### config.mk
export PLATFORM = sky130hd
export DESIGN_NAME = membus_dma
export DESIGN_NICKNAME = d
export VERILOG_FILES = /design/src/rtl/membus_pkg.sv /design/src/rtl/membus_timeout.sv /design/src/rtl/membus_dma.sv
export SDC_FILE = /design/constraint.sdc
export NUM_CORES = 1
export LEC_CHECK = 0
export CELL_PAD_IN_SITES_DETAIL_PLACEMENT = 0
export CELL_PAD_IN_SITES_GLOBAL_PLACEMENT = 1
export CORE_AREA = 2 2 148 150
export DETAILED_ROUTE_END_ITERATION = 6
export DIE_AREA = 0 0 150 152
export PLACE_DENSITY = 0.95
export SYNTH_ARGS = -nofsm -noshare
export SYNTH_HDL_FRONTEND = slang
export SYNTH_SLANG_ARGS = --single-unit
### constraint.sdc
create_clock -name clk -period 7 [get_ports clk]
set_clock_uncertainty 0.1 [all_clocks]
set_input_delay 1.4 -clock clk [delete_from_list [all_inputs] [get_ports clk]]
set_output_delay 1.4 -clock clk [all_outputs]
set_load 0.02 [all_outputs]
### src/rtl/membus_pkg.sv
// Shared types and constants for native valid/ready bus initiators.
// Latency: n/a (declarations only).
// Backpressure: n/a.
//
// Contents: DMA state enum, write-strobe encodings, per-word address step.
package membus_pkg;

  typedef enum logic [2:0] {
    IDLE,
    RD_REQ,
    RD_GAP,
    WR_REQ,
    WR_GAP,
    DONE,
    ERR
  } state_t;

  localparam logic [3:0]  WSTRB_RD  = 4'b0000;
  localparam logic [3:0]  WSTRB_WR  = 4'b1111;
  localparam logic [31:0] ADDR_STEP = 32'd4;

endpackage

### src/rtl/membus_timeout.sv
// Wait-cycle watchdog for a bus request: counts stalled cycles, flags expiry.
// Latency: expire is combinational on the cycle the count would reach limit.
// Backpressure: none; en is asserted by the owner while its request is stalled.
//
// Ports: clk, resetn (async active-low); clr zeroes the count and wins over en;
//        en increments; limit is the stall budget (>= 1); expire is high
//        during the stalled cycle whose closing edge would bring the count to limit.
module membus_timeout #(
  parameter int CNT_W = 16
) (
  input  logic             clk,
  input  logic             resetn,
  input  logic             clr,
  input  logic             en,
  input  logic [CNT_W-1:0] limit,
  output logic             expire
);

  logic [CNT_W-1:0] cnt_q;

  always_ff @(posedge clk or negedge resetn) begin
    if (!resetn) begin
      cnt_q <= '0;
    end else if (clr) begin
      cnt_q <= '0;
    end else if (en) begin
      cnt_q <= cnt_q + 1'b1;
    end
  end

  // Look one step ahead so the owner can change state on the very edge the
  // count reaches limit.
  assign expire = en && (cnt_q == limit - 1'b1);

endmodule

### src/rtl/membus_dma.sv
// Word-copy DMA initiator on the native valid/ready memory bus.
// Latency: 4 cycles per word with a zero-wait responder; last word 3 cycles + DONE.
// Backpressure: holds each request stable until mem_ready; aborts to ERR after
//               TIMEOUT_CYCLES stalled cycles.
//
// Ports: clk, resetn; control start/src_addr/dst_addr/word_cnt; status
//        busy/done/err/xfer_cnt; bus mem_valid/mem_instr/mem_addr/mem_wdata/
//        mem_wstrb (out), mem_ready/mem_rdata (in).
module membus_dma
  import membus_pkg::*;
#(
  parameter int TIMEOUT_CYCLES = 255,
  parameter int LEN_W          = 16
) (
  input  logic             clk,
  input  logic             resetn,
  input  logic             start,
  input  logic [31:0]      src_addr,
  input  logic [31:0]      dst_addr,
  input  logic [LEN_W-1:0] word_cnt,
  output logic             busy,
  output logic             done,
  output logic             err,
  output logic [LEN_W-1:0] xfer_cnt,
  output logic             mem_valid,
  output logic             mem_instr,
  output logic [31:0]      mem_addr,
  output logic [31:0]      mem_wdata,
  output logic [3:0]       mem_wstrb,
  input  logic             mem_ready,
  input  logic [31:0]      mem_rdata
);

  localparam logic [15:0] TMO_LIMIT = 16'(TIMEOUT_CYCLES);

  state_t           state_q, state_d;
  logic [31:0]      src_q, dst_q, data_q;
  logic [LEN_W-1:0] len_q;
  logic [LEN_W-1:0] xfer_nxt;
  logic             in_req;
  logic             tmo_expire;

  assign xfer_nxt  = xfer_cnt + 1'b1;
  assign in_req    = (state_q == RD_REQ) || (state_q == WR_REQ);
  assign busy      = (state_q == RD_REQ) || (state_q == RD_GAP) ||
                     (state_q == WR_REQ) || (state_q == WR_GAP);
  assign done      = (state_q == DONE);
  assign mem_instr = 1'b0;

  // Held clear outside request states, so every request starts from zero.
  membus_timeout #(.CNT_W(16)) u_timeout (
    .clk    (clk),
    .resetn (resetn),
    .clr    (!in_req),
    .en     (mem_valid && !mem_ready),
    .limit  (TMO_LIMIT),
    .expire (tmo_expire)
  );

  always_ff @(posedge clk or negedge resetn) begin
    if (!resetn) begin
      state_q <= IDLE;
    end else begin
      state_q <= state_d;
    end
  end

  // Bus outputs are decoded from state_q only, so a reset drops mem_valid
  // immediately and the fields cannot move while a request waits.
  always_comb begin
    state_d   = state_q;
    mem_valid = 1'b0;
    mem_addr  = 32'h0;
    mem_wdata = 32'h0;
    mem_wstrb = WSTRB_RD;
    case (state_q)
      IDLE: begin
        if (start) state_d = (word_cnt == '0) ? DONE : RD_REQ;
      end
      RD_REQ: begin
        mem_valid = 1'b1;
        mem_addr  = src_q;
        // Handshake takes priority over a simultaneous timeout.
        if (mem_ready)       state_d = RD_GAP;
        else if (tmo_expire) state_d = ERR;
      end
      RD_GAP: state_d = WR_REQ;
      WR_REQ: begin
        mem_valid = 1'b1;
        mem_addr  = dst_q;
        mem_wdata = data_q;
        mem_wstrb = WSTRB_WR;
        if (mem_ready)       state_d = (xfer_nxt == len_q) ? DONE : WR_GAP;
        else if (tmo_expire) state_d = ERR;
      end
      WR_GAP:  state_d = RD_REQ;
      DONE:    state_d = IDLE;
      ERR:     state_d = IDLE;
      default: state_d = IDLE;
    endcase
  end

  always_ff @(posedge clk or negedge resetn) begin
    if (!resetn) begin
      src_q    <= '0;
      dst_q    <= '0;
      data_q   <= '0;
      len_q    <= '0;
      xfer_cnt <= '0;
      err      <= 1'b0;
    end else begin
      if (state_q == IDLE && start) begin
        src_q    <= src_addr & ~32'h3;
        dst_q    <= dst_addr & ~32'h3;
        len_q    <= word_cnt;
        xfer_cnt <= '0;
        err      <= 1'b0;
      end
      if (state_q == RD_REQ && mem_ready) begin
        data_q <= mem_rdata;
        src_q  <= src_q + ADDR_STEP;
      end
      if (state_q == WR_REQ && mem_ready) begin
        dst_q    <= dst_q + ADDR_STEP;
        xfer_cnt <= xfer_nxt;
      end
      if (state_d == ERR) err <= 1'b1;
    end
  end

endmodule

* Word level (Yosys, flattened, before mapping) *
Cells that the tools add are included.

storage, ports and cells
  register bits after elaboration = 148
  input bits = 116
  output and inout bits = 89
  word-level logic and storage cells = 58

cells by class
  $add $sub $neg = 4
  equality and inequality tests = 9
  multiplexer cells = 21
  reduce and logical (&&, ||, !) cells = 16

operators with widths
  cell                                                    count
  2-to-1 mux 32 bit                                       5
  adder 32 x 3 -> 32 bit (second input constant)          2
  2-to-1 mux 16 bit                                       4
  case mux 32 bit (2 select lines)                        1
  adder 16 x 1 -> 16 bit (second input constant)          2
  == test 16 bit                                          1
  == test 16 x 8 -> 1 bit (second input constant)         1
  zero test 16 bit                                        1
  2-to-1 mux 3 bit                                        5
  case mux 3 bit (5 select lines)                         1
  == test 3 bit (second input constant)                   3
  == test 3 x 2 -> 1 bit (second input constant)          2
  nonzero test 2 bit                                      3
  logical AND 1 bit                                       5
  logical OR 1 bit                                        4
  2-to-1 mux 1 bit                                        4
  2-to-1 mux 4 bit                                        1
  == test 3 x 1 -> 1 bit (second input constant)          1
  zero test 3 bit                                         1
  inequality test 2 x 1 -> 1 bit (second input constant)  1
  OR reduction 2 bit                                      1
  zero test 1 bit                                         1

* Longest topological paths before layout *
Gate-level depths: netlist of the first run.

  word-level depth = 10
  depth in mapped cells = 9
  gate-level depth less buffers = 8

* By module *
From an unflattened synthesis of the first run, not the netlist that was laid out.

unflattened totals
  cells, all modules = 1049
  area, all modules = 8748.4 µm²

by module, submodules not included
  module          instances  cells each  area each (µm²)  sequential area each (µm²)
  membus_dma      1          887         7400.8           3203.1
  membus_timeout  1          162         1347.5           400.4

* Worst setup path after synthesis of the first run *
OpenSTA, ideal clock, no wires.

  path type = register -> output
  start point = reg state_q[2]
  end point = out mem_wstrb[1]
  arrival time = 1.688 ns
  data required time = 5.500 ns
  setup slack = 3.812 ns
  cell stages (with the launch flop) = 7
  buffers on the path = 3
  cell sequence = dfrtp_1 -> buf_2 -> nand2b_1 -> inv_1 -> clkbuf_1 -> and2_1 -> buf_4

between the ends
  cells in the longest elaborated chain, start to end = 2

RTL lines
  element                 line              text
  start, declared         membus_dma.sv:36  state_t state_q, state_d;
  start signal, assigned  membus_dma.sv:64  state_q <= state_d;
  == test 3 x 2 -> 1 bit  membus_dma.sv:76  case (state_q)
  2-to-1 mux 4 bit        membus_dma.sv:76
  end, declared           membus_dma.sv:29  output logic [3:0] mem_wstrb,

No other way between the ends.

* Worst setup path after layout of the first run *
Ends and elaborated chain as after synthesis.

==> impl_results.md, run 1 <==
* Status: completed
* M3 GR Usage at 5.41%
* Fin worst setup slack at 2.41 ns
* Crit Path Category: register to primary output
* DIE AREA at 0.0228 mm²
* Fmax achieved at 218 MHz
* IO Port Bufs at 197
* DP Wirelength at 17300 µm
* First-pass GRT wire length at 40500 µm
* GRT busiest layer: met2
* Finished Core Util at 51.9%
* Pin count of the biggest net entering global routing at 83
* Cell row count at 54
* CTS tree: yes
* PwrDens at 415 mW/mm²
* Number of flops mapped to enable cells by yosys at 0
* Vias per inst at 5.60
* Final setup violation count at 0
* Gpl congestion at 0.872
* Tcrit/Tclk final at 65.6%
* Sequential share of the synthesized area at 43.2%
* Ys Warns at 0
* Critical Path End Type: primary output
* H-tree depth at 4
* WHS at 0.366 ns
* Gate Count Post-Synth at 1005
* Layout area overhead at 32.7%
* Mean area per synthesized cell at 8.30 µm²
* Layout fillers at 2032
* Clock tree sinks at 144
* First-pass DRT Iterations at 5
* Startpoint Class: register
* # IOs at 205
* Post-synth ARST share at 100%
* Fin nets at 1282
* Core Region at 0.0214 mm²
* RSZ-0062 raised after global routing: false
* Cts hold-fix bufs at 0
* DRT iter0 DRCs at 551
* Clock Tree Buf Depth at 2
* Routed WL at 25300 µm
* Worst slew pin tran at 0.958 ns
* Initial Util at 39.1%
* Via count of the routed design at 8147
* Grt total ovfl at 0
* VDD IR max at 290 µV
* Residual DRC at 0
* Grt met1 use at 29.8%
* Final setup TNS at 0 ns
* Leakage at 0.00484 µW
* Area leader, netlist: dfrtp_1
* Maximum Capacitance Violations at 0
* Max-slew headroom at 36.0%
* Final ANT Viol Nets at 0
* FF+latch count, synth at 144
* Clk root buf: clkbuf_16
* Mapped Area at 0.00834 mm²
* Final slew viol count at 0
* Final hold vios at 0
* Met2 Use GR at 35.2%
* Critical-path maximum fanout at 48
* CP required at 5.50 ns
* Die width at 150 µm
* Clk_lat worst skew at 0.43 ns
* Min-delay worst type: register to register
* Vias in the first global route at 7722
* Setup bufs post-CTS at 0
* Most frequent cells in the layout: nand2_1 (205), clkdlybuf4s50_1 (196), dfrtp_1 (143)
* Arr. time, crit path at 3.09 ns
* Total Power at 4590 µW
* Initial antenna violation count at 2
* Die Ht at 152 µm
* Commonest non-fill, non-tap cell in the layout: nand2_1
* Layout cells sized above 1 at 5.28%
* Pre-CTS setup slack at 2.87 ns
* Top FF cell, synth: dfrtp_1
* Global router's overall resource usage at 22.3%
* Library cells used by synthesis at 70
* Clk slew on worst S/H paths at 0.07 ns
* Wirelength per Cell at 17.4 µm
* Post-layout minimum cycle time at 4.59 ns
* Total CTS buffers at 17
* Synth top area share at 43.2%
* Top post-synthesis cells by area: dfrtp_1 (43%), nand2_1 (9.3%), nor2_1 (5.2%), mux2i_1 (4.2%), and3_1 (3.7%)
* CTS resizes at 0
-- final timing paths --
kind	startpoint	end	slack, ns	cells after the start
max in group asynchronous	resetn	state_q[1]	4.57	2
min	data_q[8]	data_q[8]	0.37	2
min reg2reg	data_q[8]	data_q[8]	0.37	2
min in group asynchronous	resetn	data_q[29]	0.89	1
max reg2reg	state_q[2]	dst_q[24]	3.41	8
max	state_q[2]	mem_wstrb[1]	2.41	5
-- cells by family (layout without fill, tap and decap cells) --
kind of cell	count (synthesis)	count (layout)	share of synthesized area, %
fa+ha+maj	5	5	0.750
flops	144	144	43.2
xor+xnor	32	32	3.36
other cells	1	4	0.0450
mux	35	35	4.20
simple gates	501	501	28.2
compound gates	198	198	15.7
buf+inv	89	256	4.47
-- critical path: stages (launching register included) --
cell             delay (ns)
dfrtp_1                0.47
nand2b_2               0.21
buf_4                  0.29
inv_1                  0.77
and2_1                 0.29
clkdlybuf4s50_1        0.62
-- power by group --
| part | leakage, µW | switching (µW) | internal (µW) |
|---|---|---|---|
| Clock | 0.000301 | 407 | 546 |
| Combinational | 0.00277 | 1210 | 918 |
| Sequential | 0.00176 | 375 | 1140 |
| Total | 0.00484 | 1990 | 2610 |
-- sequential cells by signal (all words and copies together) (netlist names) --
signal and flops:
len_q 16, data_q 32, src_q 30, xfer_cnt 16, err 1, state_q 3
dst_q 30, u_timeout.cnt_q 16
-- metrics by stage --
step	instance area, µm²	std cells
6_report	11100	1455
5_1_grt	11100	1455
4_1_cts	11100	1454
3_5_place_dp	10500	1422
3_3_place_gp	10500	1422
2_1_floorplan	8350	1007
-- cell usage after synthesis (6+ instances only) --
cell type / n
a211oi_1: 18
o21ai_0: 48
buf_4: 7
o211ai_1: 10
and4_1: 9
a311oi_1: 6
o31ai_1: 9
nand3_1: 33
xnor2_1: 12
buf_2: 10
nor3_1: 15
clkbuf_1: 47
dfrtp_1: 144
xor2_1: 20
mux2i_1: 35
nand4_1: 23
o32ai_1: 8
a31oi_1: 7
inv_1: 17
nor4_1: 11
buf_1: 8
nor2_1: 116
a21oi_1: 41
nand2_1: 206
and3_1: 50
and2_1: 8
o22ai_1: 10
-- per-layer routing --
| metal | wire, µm | vias up |
|---|---|---|
| met5 | 0 | - |
| met4 | 714 | 0 |
| met3 | 1860 | 44 |
| met2 | 11700 | 305 |
| met1 | 11000 | 3930 |
| li1 | - | 3868 |
-- area by class of cell --
| type | instances | area, µm² | area share (%) |
|---|---|---|---|
| antenna | 1 | 2.50 | 0.0226 |
| timing repair buffer | 207 | 2050 | 18.5 |
| multi-input combinational | 774 | 4390 | 39.6 |
| tap | 280 | 350 | 3.16 |
| clock buffer | 17 | 425 | 3.84 |
| sequential | 144 | 3600 | 32.6 |
| inverter | 17 | 63.8 | 0.576 |
| clock inverter | 15 | 188 | 1.70 |
Note: power is estimated with default switching activity, not from simulation.
==> inputs of run 2 (changes only) <==
- CORE_AREA: 2 2 148 150 -> 2 2 154 156
- DIE_AREA: 0 0 150 152 -> 0 0 156 158
- PLACE_DENSITY: 0.95 -> 0.92
- clock period: 7 -> 4.5 ns (I/O delays scaled with it)
==> run 2 against run 1 <==
Against the previous run:
- cell area up 0.29%
- sequential power is 59% higher
- critical path depth down 1
- critical endpoint is now mem_addr[22]
- largest cell class unchanged
- largest power group unchanged
- highest routed layer unchanged
==> impl_results.md, run 2 (same netlist as run 1, synthesis figures left out) <==
* Final ANT Viol Nets at 0
* Initial Util at 36.2%
* Final hold vios at 0
* Maximum Capacitance Violations at 0
* Fin nets at 1288
* Arr. time, crit path at 2.76 ns
* Layout area overhead at 33.1%
* Vias in the first global route at 7828
* VDD IR max at 450 µV
* Worst slew pin tran at 1.09 ns
* Max-slew headroom at 27.5%
* Residual DRC at 0
* Clk slew on worst S/H paths at 0.06 ns
* H-tree depth at 4
* Clock Tree Buf Depth at 2
* Initial antenna violation count at 0
* Wirelength per Cell at 17.4 µm
* Critical-path maximum fanout at 49
* Clk_lat worst skew at 0.42 ns
* CTS resizes at 0
* Fin worst setup slack at 0.742 ns
* Cell row count at 56
* Crit Path Category: register to primary output
* Setup bufs post-CTS at 0
* Global router's overall resource usage at 20.8%
* # IOs at 205
* First-pass GRT wire length at 40800 µm
* CP max stage delay at 1.07 ns
* PwrDens at 642 mW/mm²
* Via count of the routed design at 8166
* Startpoint Class: register
* IO Port Bufs at 197
* Die width at 156 µm
* Grt total ovfl at 0
* Critical path origin: state_q[1]
* CP required at 3.50 ns
* RSZ-0062 raised after global routing: false
* CP Cell Sequence: buf_4, mux2i_1, nor2_1, clkdlybuf4s50_1
* Layout cells sized above 1 at 5.76%
* Layout fillers at 2203
* Most frequent cells in the layout: nand2_1 (205), clkdlybuf4s50_1 (196), dfrtp_1 (143)
* Critical Path End Type: primary output
* DIE AREA at 0.0246 mm²
* Final slew viol count at 0
* Pre-CTS setup slack at 0.895 ns
* Tcrit/Tclk final at 83.5%
* Crit Reg-Reg Startpoint: state_q[2]
* Largest register FFs at 32
* Status: completed
* Pin count of the biggest net entering global routing at 102
* Inserted Diodes at 0
* First-pass DRT Iterations at 5
* Gpl congestion at 0.887
* Fmax achieved at 266 MHz
* CP Buf/Inv Count at 2
* Final setup violation count at 0
* DRT iter0 DRCs at 676
* Crit-path slowest cell: dfrtp_2
* Routed WL at 25500 µm
* Min-delay worst type: register to register
* Largest delay contributor family on the critical path: flip-flops
* CTS tree: yes
* Vias per inst at 5.56
* Total CTS buffers at 17
* DP Wirelength at 17800 µm
* Clk root buf: clkbuf_16
* Leakage at 0.00486 µW
* Worst Min Path Start: data_q[25]
* Clock tree sinks at 144
* Die Ht at 158 µm
* Cts hold-fix bufs at 0
* Commonest non-fill, non-tap cell in the layout: nand2_1
* Final setup TNS at 0 ns
* Core Region at 0.0231 mm²
* Biggest regs: data_q: 32 flops, dst_q: 30 flops, src_q: 30 flops
* Biggest register: data_q
* Post-layout minimum cycle time at 3.76 ns
==> run 2: changes by cell type in the layout (fill, tap and decap cells not counted), sizes merged <==
cell,previous run,this run
buf,11,17
bufinv,2,1
clkinv,1,3
diode,1,0
inv,28,27
==> run 2: per-stage QoR <==
stage	util, %	instances	instance area, µm²	power, µW	hold slack, ns
6_report	48.2	1470	11100	7130	0.366
3_5_place_dp	45.6	1438	10500	5710	0.355
5_1_grt	48.2	1470	11100	7640	0.391
2_1_floorplan	-	1007	8350	4350	0.338
3_3_place_gp	45.6	1438	10500	5640	0.350
4_1_cts	48.2	1470	11100	7160	0.373
==> run 2: layer usage <==
metal / vias up / wire, µm / GRT usage [%]
met5: - / 0 / 0
met4: 0 / 474 / 6.99
met3: 37 / 1590 / 4.08
met2: 286 / 12100 / 33.8
met1: 3953 / 11400 / 28.0
li1: 3890 / - / -
==> run 2: final cells by class <==
cell class | count | area, µm² | area share, %
sequential | 144 | 3600 | 32.5
multi-input combinational | 774 | 4390 | 39.5
inverter | 17 | 63.8 | 0.575
timing repair buffer | 213 | 2090 | 18.9
tap | 290 | 363 | 3.27
clock buffer | 17 | 425 | 3.83
clock inverter | 15 | 165 | 1.49
==> run 2: power breakdown <==
group	internal [µW]	switching [µW]
Clock	791	636
Sequential	1780	629
Combinational	1450	1850
==> run 2: worst register-to-register path: stages, from the launching register on <==
cell	delay (ns)
dfrtp_1	0.47
nand2b_2	0.23
inv_1	0.69
nand3_1	0.77
nand2_1	0.66
o22ai_1	0.16
a211oi_1	0.23
==> run 2: path summary, 6_finish.rpt <==
path / end / slack (ns) / depth (start not counted)
max: mem_addr[22] / 0.74 / 4
max in group asynchronous: dst_q[19] / 2.90 / 2
min reg2reg: data_q[25] / 0.37 / 2
min in group asynchronous: len_q[4] / 0.49 / 1
max reg2reg: dst_q[24] / 1.10 / 6
min: data_q[25] / 0.37 / 2
